<file path="src/rtl/rx_packetizer_if.sv">
// ---------------------------------------------------------------------------
// rx_packetizer_if
//   Signal bundle for the rx_packetizer. It carries the sample bus coming
//   from the DSP chain and the write port going to the USB receive FIFO.
//
//   in_strobe        one-cycle qualifier for in_i / in_q
//   in_i, in_q       16-bit I and Q samples
//   rxstrobe         output word valid, one word per high cycle
//   rxdata           16-bit output word
//
//   master : DSP / FIFO side (drives samples, observes output words)
//   slave  : packetizer side (consumes samples, drives output words)
// ---------------------------------------------------------------------------
interface rx_packetizer_if;
  logic        in_strobe;
  logic [15:0] in_i;
  logic [15:0] in_q;
  logic        rxstrobe;
  logic [15:0] rxdata;

  modport master (
    output in_strobe, in_i, in_q,
    input  rxstrobe, rxdata
  );

  modport slave (
    input  in_strobe, in_i, in_q,
    output rxstrobe, rxdata
  );
endinterface

</file>
<file path="src/rtl/rx_packetizer.sv">
// ---------------------------------------------------------------------------
// rx_packetizer
//   Serializes I/Q sample pairs into fixed-length 16-bit packets for the USB
//   receive FIFO: header {TAG, seq}, interleaved I/Q words, then an XOR
//   checksum over the data words. Packet length matches the host read burst
//   so each host read sees whole frames.
//
//   Parameters
//     PKT_LEN       total words per packet (header + data + checksum), even,
//                   4..256
//     TAG           constant in header bits [15:12]
//
//   Ports
//     rxclk         sole clock, posedge
//     rst           synchronous, active-low reset
//     enable        permits sample capture and packet start
//     clear_status  clears rx_overrun and drop_count
//     bus           sample input / FIFO write port (slave modport)
//     in_packet     high from header word through checksum word
//     rx_overrun    sticky: a sample pair was dropped
//     drop_count    dropped pairs, saturating at 255
// ---------------------------------------------------------------------------
module rx_packetizer #(
  parameter int unsigned PKT_LEN = 256,
  parameter logic [3:0]  TAG     = 4'hA
) (
  input  logic           rxclk,
  input  logic           rst,
  input  logic           enable,
  input  logic           clear_status,
  rx_packetizer_if.slave bus,
  output logic           in_packet,
  output logic           rx_overrun,
  output logic [7:0]     drop_count
);

  localparam int unsigned NPAIR   = (PKT_LEN - 2) / 2;
  localparam logic [6:0]  NPAIR_L = 7'(NPAIR);

  localparam logic [2:0] S_IDLE   = 3'd0;
  localparam logic [2:0] S_HDR    = 3'd1;
  localparam logic [2:0] S_EMIT_I = 3'd2;
  localparam logic [2:0] S_EMIT_Q = 3'd3;
  localparam logic [2:0] S_WAIT   = 3'd4;
  localparam logic [2:0] S_CSUM   = 3'd5;

  // -------------------------------------------------------------------------
  // Two-entry pair FIFO. Fullness is judged on the registered count, so a
  // pop on the same edge never makes room for an incoming pair.
  // -------------------------------------------------------------------------
  logic [31:0] fifo_mem [2];
  logic        wr_ptr;
  logic        rd_ptr;
  logic [1:0]  fifo_cnt;
  logic        fifo_full;
  logic        fifo_empty;
  logic        wr_en;
  logic        rd_en;
  logic        drop;
  logic [31:0] fifo_head;

  logic [2:0]  state;
  logic [2:0]  state_nxt;

  assign fifo_full  = (fifo_cnt == 2'd2);
  assign fifo_empty = (fifo_cnt == 2'd0);
  assign wr_en      = bus.in_strobe & enable & ~fifo_full;
  assign drop       = bus.in_strobe & enable & fifo_full;
  // EMIT_I is only ever entered with the FIFO non-empty.
  assign rd_en      = (state == S_EMIT_I);
  assign fifo_head  = fifo_mem[rd_ptr];

  // NOTE: storage arrays carry no reset; validity is tracked by the pointers
  // and count, so resetting the data would only add reset fan-out.
  always_ff @(posedge rxclk) begin
    if (wr_en) begin
      fifo_mem[wr_ptr] <= {bus.in_i, bus.in_q};
    end
  end

  // NOTE: every register is assigned with <= so all state updates on an edge
  // see the pre-edge values, regardless of statement order.
  always_ff @(posedge rxclk) begin
    if (!rst) begin
      wr_ptr   <= 1'b0;
      rd_ptr   <= 1'b0;
      fifo_cnt <= 2'd0;
    end else begin
      if (wr_en) wr_ptr <= ~wr_ptr;
      if (rd_en) rd_ptr <= ~rd_ptr;
      case ({wr_en, rd_en})
        2'b10:   fifo_cnt <= fifo_cnt + 2'd1;
        2'b01:   fifo_cnt <= fifo_cnt - 2'd1;
        default: fifo_cnt <= fifo_cnt;
      endcase
    end
  end

  // -------------------------------------------------------------------------
  // Serializer control
  // -------------------------------------------------------------------------
  logic [6:0]  pair_cnt;
  logic [11:0] seq;
  logic [15:0] csum;
  logic [15:0] q_hold;
  logic        rxstrobe_r;
  logic [15:0] rxdata_r;

  // NOTE: state_nxt gets a default before the case so no path leaves it
  // unassigned, which would otherwise infer a latch.
  always_comb begin
    state_nxt = state;
    case (state)
      S_IDLE:   if (!fifo_empty && enable) state_nxt = S_HDR;
      S_HDR:    state_nxt = S_EMIT_I;
      S_EMIT_I: state_nxt = S_EMIT_Q;
      S_EMIT_Q: begin
        if (pair_cnt == NPAIR_L - 7'd1) state_nxt = S_CSUM;
        else if (!fifo_empty)           state_nxt = S_EMIT_I;
        else                            state_nxt = S_WAIT;
      end
      // A started packet never aborts; it waits for enabled samples.
      S_WAIT:   if (!fifo_empty) state_nxt = S_EMIT_I;
      S_CSUM:   state_nxt = (!fifo_empty && enable) ? S_HDR : S_IDLE;
      default:  state_nxt = S_IDLE;
    endcase
  end

  always_ff @(posedge rxclk) begin
    if (!rst) begin
      state      <= S_IDLE;
      pair_cnt   <= 7'd0;
      seq        <= 12'd0;
      csum       <= 16'd0;
      q_hold     <= 16'd0;
      rxstrobe_r <= 1'b0;
      rxdata_r   <= 16'd0;
      in_packet  <= 1'b0;
    end else begin
      state      <= state_nxt;
      rxstrobe_r <= 1'b0;
      // Being in any non-idle state means the word leaving this edge belongs
      // to a packet; this also keeps in_packet high across back-to-back
      // packets and drops it one cycle after the checksum otherwise.
      in_packet  <= (state != S_IDLE);
      case (state)
        S_HDR: begin
          rxstrobe_r <= 1'b1;
          rxdata_r   <= {TAG, seq};
          csum       <= 16'd0;
          pair_cnt   <= 7'd0;
        end
        S_EMIT_I: begin
          rxstrobe_r <= 1'b1;
          rxdata_r   <= fifo_head[31:16];
          csum       <= csum ^ fifo_head[31:16];
          // The pair is popped here, so Q is kept for the next cycle.
          q_hold     <= fifo_head[15:0];
        end
        S_EMIT_Q: begin
          rxstrobe_r <= 1'b1;
          rxdata_r   <= q_hold;
          csum       <= csum ^ q_hold;
          pair_cnt   <= pair_cnt + 7'd1;
        end
        S_CSUM: begin
          rxstrobe_r <= 1'b1;
          rxdata_r   <= csum;
          seq        <= seq + 12'd1;
        end
        default: ;
      endcase
    end
  end

  assign bus.rxstrobe = rxstrobe_r;
  assign bus.rxdata   = rxdata_r;

  // -------------------------------------------------------------------------
  // Status: a drop coinciding with clear_status leaves a count of one.
  // -------------------------------------------------------------------------
  always_ff @(posedge rxclk) begin
    if (!rst) begin
      rx_overrun <= 1'b0;
      drop_count <= 8'd0;
    end else if (drop) begin
      rx_overrun <= 1'b1;
      if (clear_status)             drop_count <= 8'd1;
      else if (drop_count != 8'hFF) drop_count <= drop_count + 8'd1;
    end else if (clear_status) begin
      rx_overrun <= 1'b0;
      drop_count <= 8'd0;
    end
  end

endmodule
</file>
<file path="src/flat_wrapper.sv">
// flat-port wrapper written by rule: the top's interface ports become plain ports
module rx_packetizer_flat 
#(
  parameter int unsigned PKT_LEN = 256,
  parameter logic [3:0]  TAG     = 4'hA
)
  (rxclk, rst, enable, clear_status, in_packet, rx_overrun, drop_count, bus_in_strobe, bus_in_i, bus_in_q, bus_rxstrobe, bus_rxdata);
  rx_packetizer_if bus_i ();
  input  logic rxclk;
  input  logic rst;
  input  logic enable;
  input  logic clear_status;
  output logic in_packet;
  output logic rx_overrun;
  output logic [7:0] drop_count;
  input wire logic [$bits(bus_i.in_strobe)-1:0] bus_in_strobe;
  input wire logic [$bits(bus_i.in_i)-1:0] bus_in_i;
  input wire logic [$bits(bus_i.in_q)-1:0] bus_in_q;
  output wire logic [$bits(bus_i.rxstrobe)-1:0] bus_rxstrobe;
  output wire logic [$bits(bus_i.rxdata)-1:0] bus_rxdata;
  assign bus_i.in_strobe = bus_in_strobe;
  assign bus_i.in_i = bus_in_i;
  assign bus_i.in_q = bus_in_q;
  assign bus_rxstrobe = bus_i.rxstrobe;
  assign bus_rxdata = bus_i.rxdata;
  rx_packetizer #(.PKT_LEN(PKT_LEN), .TAG(TAG)) u_core (.rxclk(rxclk), .rst(rst), .enable(enable), .clear_status(clear_status), .bus(bus_i), .in_packet(in_packet), .rx_overrun(rx_overrun), .drop_count(drop_count));
endmodule
</file>
<file path="config.mk">
export PLATFORM = sky130hd
export DESIGN_NAME = rx_packetizer_flat
export DESIGN_NICKNAME = d
export VERILOG_FILES = /design/src/rtl/rx_packetizer_if.sv /design/src/rtl/rx_packetizer.sv /design/src/flat_wrapper.sv
export SDC_FILE = /design/constraint.sdc
export NUM_CORES = 1
export LEC_CHECK = 0
export BUFFER_PORTS_ARGS = -buffer_cell sky130_fd_sc_hd__buf_2
export CAP_MARGIN = 15
export CORE_AREA = 2 2 105 107
export DETAILED_ROUTE_END_ITERATION = 10
export DIE_AREA = 0 0 107 109
export PLACE_DENSITY_LB_ADDON = 0.25
export SLEW_MARGIN = 20
export SYNTH_ARGS = -nofsm -noshare
export SYNTH_HDL_FRONTEND = slang
export SYNTH_SLANG_ARGS = --single-unit
</file>
<file path="constraint.sdc">
create_clock -name rxclk -period 6.8 [get_ports rxclk]
set_input_delay 1.36 -clock rxclk [delete_from_list [all_inputs] [get_ports rxclk]]
set_output_delay 1.36 -clock rxclk [all_outputs]
set_load 0.01 [all_outputs]
</file>
# Yosys cells after proc, flatten, opt, wreduce, memory -nomap -nowiden
# Memories as Yosys holds them, arrays and structs flattened. A register that Yosys moved wholly into a read port is not among the register bits.
# Cells that the tools add are included.
# W data, S select, Z words.
[op_classes] addsub=5 eq_ne=12 mux=21 bitwise=8 reduce_logical=14
[op_table] operator="$pmux W16 S4" n=1
[op_table] operator="$pmux W16 S3" n=1
[op_table] operator="$mux W8" n=4
[op_table] operator="$xor A16 B16 Y16" n=2
[op_table] operator="$pmux W3 S6" n=1
[op_table] operator="$pmux W7 S2" n=1
[op_table] operator="$add A12 B1 Y12 const B" n=1
[op_table] operator="$mux W3" n=4
[op_table] operator="$add A8 B1 Y8 const B" n=1
[op_table] operator="$mux W1" n=8
[op_table] operator="$ne A8 B8 Y1 const B" n=1
[op_table] operator="$reduce_bool A2 Y1" n=4
[op_table] operator="$add A7 B1 Y7 const B" n=1
[op_table] operator="$eq A7 B7 Y1 const B" n=1
[op_table] operator="$eq A3 B2 Y1 const B" n=2
[op_table] operator="$eq A3 B3 Y1 const B" n=2
[op_table] operator="$reduce_bool A3 Y1" n=2
[op_table] operator="$eq A2 B2 Y1 const B" n=2
[op_table] operator="$pmux W2 S2" n=1
[op_table] operator="$reduce_and A2 Y1" n=2
[op_table] operator="$reduce_bool A4 Y1" n=1
[op_table] operator="$reduce_or A4 Y1" n=1
[op_table] operator="$and A1 B1 Y1" n=3
[op_table] operator="$eq A3 B1 Y1 const B" n=1
[op_table] operator="10 further kinds" n=12
[totals] ff_bits=85 ram_bits=64 in_bits=37 output_inout_bits=27 wordCells=74 mem_count=1
[mem_list] memory="u_core.fifo_mem" depth=2 word_bits=32 rd=1 rd_clocked_by_memory_dff=1 wr=1 line_no="rx_packetizer.sv:51" text="logic [31:0] fifo_mem [2];"

# Depth between registers and ports, before layout
# Gate-level depths: netlist of run 1.
[logic_depth] depth_word=5 ltp_mapped=8 mapped_depth_nobuf=6

# Worst setup path after synthesis of run 1
# Ideal clock, no wire load.
[synth_timing] kind="input -> register" startpoint="input bus_in_strobe" endpoint="memory u_core.fifo_mem[0][0] (enable)" setup_ns=0.423 arrival_time_ns=2.866 required_time_ns=6.377 setup_slack_ns=3.511 path_stages=2 path_buffers=0 cell_sequence="nand3_1 > nor2_1"
[synth_between] elab_chain_len=4
[synth_rtl] item="from (decl)" line_no="flat_wrapper.sv:16" text="input wire logic [$bits(bus_i.in_strobe)-1:0] bus_in_strobe;"
[synth_rtl] item="$and A1 B1 Y1 (2 in a row)" line_no="rx_packetizer.sv:67" text="assign wr_en = bus.in_strobe & enable & ~fifo_full;"
[synth_rtl] item="$mux W1" line_no="rx_packetizer.sv:76" text="if (wr_en) begin"
[synth_rtl] item="$mux W1 (implied by the code)" line_no="rx_packetizer.sv:77" text="fifo_mem[wr_ptr] <= {bus.in_i, bus.in_q};"
[synth_rtl] item="to (decl)" line_no="rx_packetizer.sv:51"
# No other way between the ends.

==> results of run 1 <==
## sequential cells by signal, indices dropped and copies added, names as in the netlist, named ones only
register,cells
u_core.pair_cnt,7
u_core.bus.rxstrobe,1
u_core.bus.rxdata,16
u_core.fifo_mem,64
u_core.seq,12
u_core.csum,16
u_core.state,3
u_core.q_hold,16
u_core.wr_ptr,1
u_core.in_packet,1
u_core.drop_count,8
u_core.fifo_cnt,2
u_core.rd_ptr,1
u_core.rx_overrun,1
## synth_stat cells, types with 4 or more instances
cell type	instances
a211oi_1	4
a21boi_0	12
a21oi_1	9
a22o_1	8
and2_1	17
and4_1	4
buf_2	19
clkbuf_1	14
dfxtp_1	86
edfxtp_1	64
ha_1	5
inv_1	5
mux2i_1	44
nand2_1	87
nand2b_1	19
nand3_1	12
nor2_1	13
nor2b_1	7
nor3_1	4
o211a_1	24
o211ai_1	16
o21a_1	5
o21ai_0	17
o22ai_1	18
or3_1	4
xnor2_1	7
xor2_1	7
## worst paths after layout
path	from	to	depth (start not counted)
min reg2reg	u_core.csum[10]$_SDFFE_PN0P_	u_core.csum[10]$_SDFFE_PN0P_	2
max reg2reg	u_core.state[2]$_SDFFE_PN0P_	u_core.bus.rxdata[11]$_SDFFE_PN0P_	4
min	u_core.csum[10]$_SDFFE_PN0P_	u_core.csum[10]$_SDFFE_PN0P_	2
max	rst	u_core.csum[9]$_SDFFE_PN0P_	5
## metrics by stage
step	total power [mW]	util	setup WS, ns	hold slack [ns]	instances
floorplan	1.54	-	3.51	0.443	579
global placement	1.65	0.643	3.92	0.449	750
detailed placement	1.68	0.643	3.81	0.462	750
CTS	2.53	0.694	4.27	0.470	781
global route	2.64	0.694	4.20	0.495	781
finish	2.52	0.694	4.27	0.472	781
## worst register-to-register path, stage by stage (launching register included)
cell and delay [ns]:
dfxtp_1 0.76, nand2b_1 0.64, nand2_1 0.36, o211a_1 0.30, a22o_1 0.20
## metal layers
| metal | vias up | global-route usage | part of all wire |
|---|---|---|---|
| met3 | 15 | 0.0592 | 0.045 |
| li1 | 2225 | - | - |
| met2 | 130 | 0.388 | 0.50 |
| met5 | - | 0 | 0 |
| met1 | 2254 | 0.304 | 0.44 |
| met4 | 0 | 0.0918 | 0.015 |
## cells in the final DEF, fill, tap and decap left out, drive strengths merged, types with 12 or more instances in the layout
cell / Yosys / routed
nand2b: 19 / 19
and2: 17 / 17
nand2: 87 / 87
o22ai: 19 / 19
o211ai: 16 / 16
buf: 24 / 69
o211a: 24 / 24
nor2: 13 / 13
dfxtp: 86 / 86
o21ai: 17 / 17
nand3: 12 / 12
a21boi: 12 / 12
clkbuf: 14 / 19
mux2i: 44 / 44
edfxtp: 64 / 64
## cell families after synthesis
group           after synthesis  share of synthesized area
simple gates                188                      0.148
xor+xnor                     14                     0.0190
fa+ha+maj                     5                    0.00969
buf+inv                      44                     0.0316
mux                          47                     0.0735
compound gates              131                      0.154
flops                       150                      0.565
## power by group through the flow
stage          Sequential (mW)  Clock, mW  Combinational, mW
3_5_place_dp              1.18          0              0.493
4_1_cts                   1.17      0.865              0.499
3_3_place_gp              1.17          0              0.477
6_report                  1.17      0.850              0.499
2_1_floorplan             1.13          0              0.412
5_1_grt                   1.18      0.903              0.551
## final cells by class
class	count	area [sq um]
Clock inverter	12	113
Multi-Input combinational cell	385	2620
Sequential cell	150	3640
Tap cell	140	175
Clock buffer	19	422
Fill cell	806	3250
Inverter	6	22.5
Timing Repair Buffer	69	360
==> results_dict.tcl, run 1 <==
set metrics [dict create \
    final-hold-violation-count 0 \
    internal-power_mw 1.78 \
    dpl.hpwl_microns 8530 \
    gp_congestion 0.836 \
    fin_area_sq_um 7350 \
    antenna_left 0 \
    setup_viol 0 \
    p_switching_mw 0.739 \
    drv_slew 0 \
    critical_path_class "in2reg" \
    firstDrtPassIters 5 \
    p_per_area_nw_per_um2 342 \
    die_y_microns 109 \
    clock_latency_ns 0.52 \
    p_leak_nw 3.05 \
    cts_tree "yes" \
    postPlaceCellArea_sq_um 6820 \
    cp_top_family "buffers and inverters" \
    h-tree-depth 4 \
    synth_top_area_frac 0.298 \
    netlist_area_sq_um 6450 \
    initial_core_util 0.609 \
    routed_wl_microns 13100 \
    clock_skew_ns 0.00782 \
    synthCells 579 \
    groute.usage.overall 0.236 \
    sw_frac_of_total 0.294 \
    ys_seq_area_frac 0.565 \
    clockBufferDepth 2 \
    cts_made_buffers 17 \
    worst_ep_required_time_ns 7.25 \
    routed_via_density 5.92 \
    grt_overflow 0 \
    cp_max_fo 76 \
    synth_top_cells_by_area "edfxtp_1, dfxtp_1, mux2i_1" \
    ir_drop_mv 0.173 \
    path_buf_inv 2 \
    fp.dieW_microns 107 \
    fin_crit_sh 0.372 \
    grt_max_degree 77 \
    hp-class "reg2reg" \
    slowest_stage "o21a_1" \
    seq_power_share 0.464 \
    cp-start-kind "input port" \
    async_reset_ff_frac 0 \
    clockPowerShare 0.338 \
    hold_buffers 0 \
    via_count 4624 \
    synth_edf_count 64 \
    cts_sinks 150 \
    drc_errors 0 \
    dieArea_sq_um 11700 \
    ctsResizeCount 0 \
    io_pins 64 \
    grt_pass1_wl_microns 21400 \
    drive_gt1_frac 0.164 \
    worst_pin_slew_ns 0.947 \
    rsz0062_at_grt "false" \
    diodes 0 \
    drv_cap 0 \
    syn2layout_area_growth_pct 14.0 \
    crit_path_end_kind "flip-flop" \
    combPwrFrac 0.198 \
    coreArea_sq_um 10600 \
    slew_headroom 0.368 \
    ys_warn_count 0 \
    antenna_found_initial 0 \
    nets 671 \
    cp.arrival_ns 2.98 \
    synth_nets 621 \
    grt_pass1_vias 4485 \
    status "finished, final reports clean" \
    synthesis.area_per_instance_sq_um 11.1 \
    cts_setup_buffers 0 \
    clkTransAtPathRegs_ns 0.06 \
    wire_per_inst_microns 16.8 \
    ys_types 56 \
    synth.ff_latch_count 150 \
    min_period_ns 2.53 \
    cts_root_buf "clkbuf_8" \
    portBuffers 63 \
    synth_largest_area_cell "edfxtp_1" \
    rrSetupSlack_ns 4.42 \
    rows 38 \
    drt_iter0_drc 373 \
    slowest_delay_ns 0.65 \
    synthFlopType "dfxtp_1" \
    max_freq_ghz 0.395 \
    crit_chain "buf_2 -> buf_4 -> o21a_1 -> nand2_1 -> mux2i_1" \
    fin_tns_setup_ns 0 \
]
(Power assumes the default switching activity.)
==> run 2: changes to the inputs <==
--- a/config.mk
+++ b/config.mk
@@ -7,9 +7,9 @@
 export LEC_CHECK = 0
 export BUFFER_PORTS_ARGS = -buffer_cell sky130_fd_sc_hd__buf_2
 export CAP_MARGIN = 15
-export CORE_AREA = 2 2 105 107
+export CORE_AREA = 2 2 114 116
 export DETAILED_ROUTE_END_ITERATION = 10
-export DIE_AREA = 0 0 107 109
+export DIE_AREA = 0 0 116 118
 export PLACE_DENSITY_LB_ADDON = 0.25
 export SLEW_MARGIN = 20
 export SYNTH_ARGS = -nofsm -noshare
==> constraint.sdc (replaced) <==
create_clock -name rxclk -period 2.1 [get_ports rxclk]
set_input_delay 0.42 -clock rxclk [delete_from_list [all_inputs] [get_ports rxclk]]
set_output_delay 0.42 -clock rxclk [all_outputs]
set_load 0.01 [all_outputs]
==> run 2 against run 1 <==
First-iteration DRC count shrank 10%. Die area grew 17%. Cell count grew 6.3%. Worst setup slack lost 3.9 ns. Final area grew 2.7%. Global-route usage shrank 2.9 points. Sequential power grew to 3.2 times the previous value. Clock power grew to 3.2 times the previous value. Combinational power grew to 3.6 times the previous value. Non-clock buffer count grew 16. Critical endpoint is now u_core.fifo_cnt[1]$_SDFFE_PN0P_. Largest power group unchanged.
==> results_dict.tcl, run 2 (synthesized netlist as in run 1, its figures left out) <==
set metrics [dict create \
    r2r-end "u_core.fifo_cnt[1]$_SDFFE_PN0P_" \
    firstDrtPassIters 6 \
    syn2layout_area_growth_pct 17.0 \
    final-hold-violation-count 0 \
    p_per_area_nw_per_um2 1090 \
    wire_per_inst_microns 16.1 \
    clock_skew_ns 0.00606 \
    antenna_found_initial 0 \
    clock_latency_ns 0.42 \
    diodes 0 \
    status "finished, final reports clean" \
    layout_commonest_cell "nand2_1" \
    cp_max_fo 15 \
    nets 687 \
    max_freq_ghz 0.566 \
    top_register "u_core.fifo_mem" \
    holdWs_ns 0.178 \
    most-common-layout-cells "nand2_1, dfxtp_1, edfxtp_1" \
    io_pins 64 \
    critical_path_class "reg2reg" \
    drv_slew 0 \
    drc_errors 0 \
    fp.dieW_microns 116 \
    min_period_ns 1.77 \
    cp.arrival_ns 2.11 \
    drt_iter0_drc 335 \
    fin_tns_setup_ns 0 \
    n_fill_cell 1033 \
    routed_via_density 5.60 \
    h-tree-depth 4 \
    gp_congestion 0.852 \
    rrSetupSlack_ns 0.33 \
    initial_core_util 0.520 \
    fin_crit_sh 0.841 \
    cts_setup_buffers 0 \
    crit_path_start "u_core.state[2]$_SDFFE_PN0P_" \
    rsz0062_at_grt "false" \
    cts_sinks 150 \
    dp_slack_ns 0.328 \
    ff2ff_path_depth 4 \
    ctsResizeCount 0 \
    finish.utilization 0.608 \
    clkTransAtPathRegs_ns 0.06 \
    cts_tree "yes" \
    cts_made_buffers 17 \
    die_y_microns 118 \
    clockBufferDepth 2 \
    portBuffers 63 \
    crit_end "u_core.fifo_cnt[1]$_SDFFE_PN0P_" \
    slew_headroom 0.605 \
    drv_cap 0 \
    grt_overflow 0 \
    routed_wl_microns 13400 \
    groute.usage.overall 0.208 \
    coreArea_sq_um 12400 \
    hp-class "in2reg" \
    antenna_left 0 \
    dieArea_sq_um 13700 \
    setup_viol 0 \
    rows 41 \
    worst_pin_slew_ns 0.592 \
    drive_gt1_frac 0.191 \
    cp-start-kind "flip-flop" \
    r2r_start "u_core.state[2]$_SDFFE_PN0P_" \
    cts_root_buf "clkbuf_16" \
    via_count 4646 \
    grt_pass1_wl_microns 21900 \
    ir_drop_mv 0.684 \
    largest_register_ffs 64 \
    hold_buffers 0 \
    p_leak_nw 3.11 \
    fin_ws_ns 0.334 \
    grt_max_degree 45 \
    dpl.hpwl_microns 9300 \
    grt_pass1_vias 4476 \
    crit_path_end_kind "flip-flop" \
    worst_ep_required_time_ns 2.45 \
]
## run 2: cell count changes in the layout (fill, tap and decap cells not counted), sizes merged
cell | before | now
buf | 69 | 85
inv | 5 | 8
clkinv | 11 | 5
clkinvlp | 0 | 7
clkbuf | 19 | 18
bufinv | 2 | 0
## run 2: area by class of cell
class,instances,area (sq um),area share
sequential,150,3640,0.483
multi-input combinational,385,2620,0.347
timing repair buffer,85,518,0.0686
clock buffer,18,429,0.0568
tap,172,215,0.0285
clock inverter,14,103,0.0136
inverter,6,22.5,0.00298
## run 2: worst min path at each step
stage	from	end	slack, ns	cells after the start
final	bus_in_q[7]	u_core.fifo_mem[1][7]$_DFFE_PP_	0.18	1
after global routing	bus_in_q[6]	u_core.fifo_mem[0][6]$_DFFE_PP_	0.16	1
after CTS	bus_in_q[7]	u_core.fifo_mem[1][7]$_DFFE_PP_	0.16	1
after detailed placement	u_core.csum[13]$_SDFFE_PN0P_	u_core.csum[13]$_SDFFE_PN0P_	0.47	2
after global placement	u_core.csum[6]$_SDFFE_PN0P_	u_core.csum[6]$_SDFFE_PN0P_	0.45	2
after floorplan	u_core.csum[13]$_SDFFE_PN0P_	u_core.csum[13]$_SDFFE_PN0P_	0.44	2
## run 2: stage by stage
step | instances | cell area (sq um) | total power, mW
finish | 830 | 7550 | 8.22
global route | 830 | 7550 | 8.63
CTS | 830 | 7550 | 8.27
detailed placement | 798 | 7020 | 5.55
global placement | 798 | 7020 | 5.48
floorplan | 579 | 6460 | 4.98
## run 2: worst max-delay path: stages (launching register included)
cell      delay (ns)
dfxtp_1         0.49
nor3b_4         0.35
ha_1            0.32
or3_1           0.37
a21boi_0        0.16
## run 2: per-layer routing
layer  wire, microns  global-route usage
met1            6210               0.282
met2            6120               0.313
met3             688              0.0515
met4             359              0.0930
met5               0                   0
## run 2: where the power goes
part	internal, mW	leakage [nW]	total [mW]	switching [mW]
Sequential	3.41	1.29	3.71	0.301
Clock	1.51	0.239	2.72	1.21
Combinational	0.783	1.59	1.79	1.01
Total	5.70	3.11	8.22	2.52
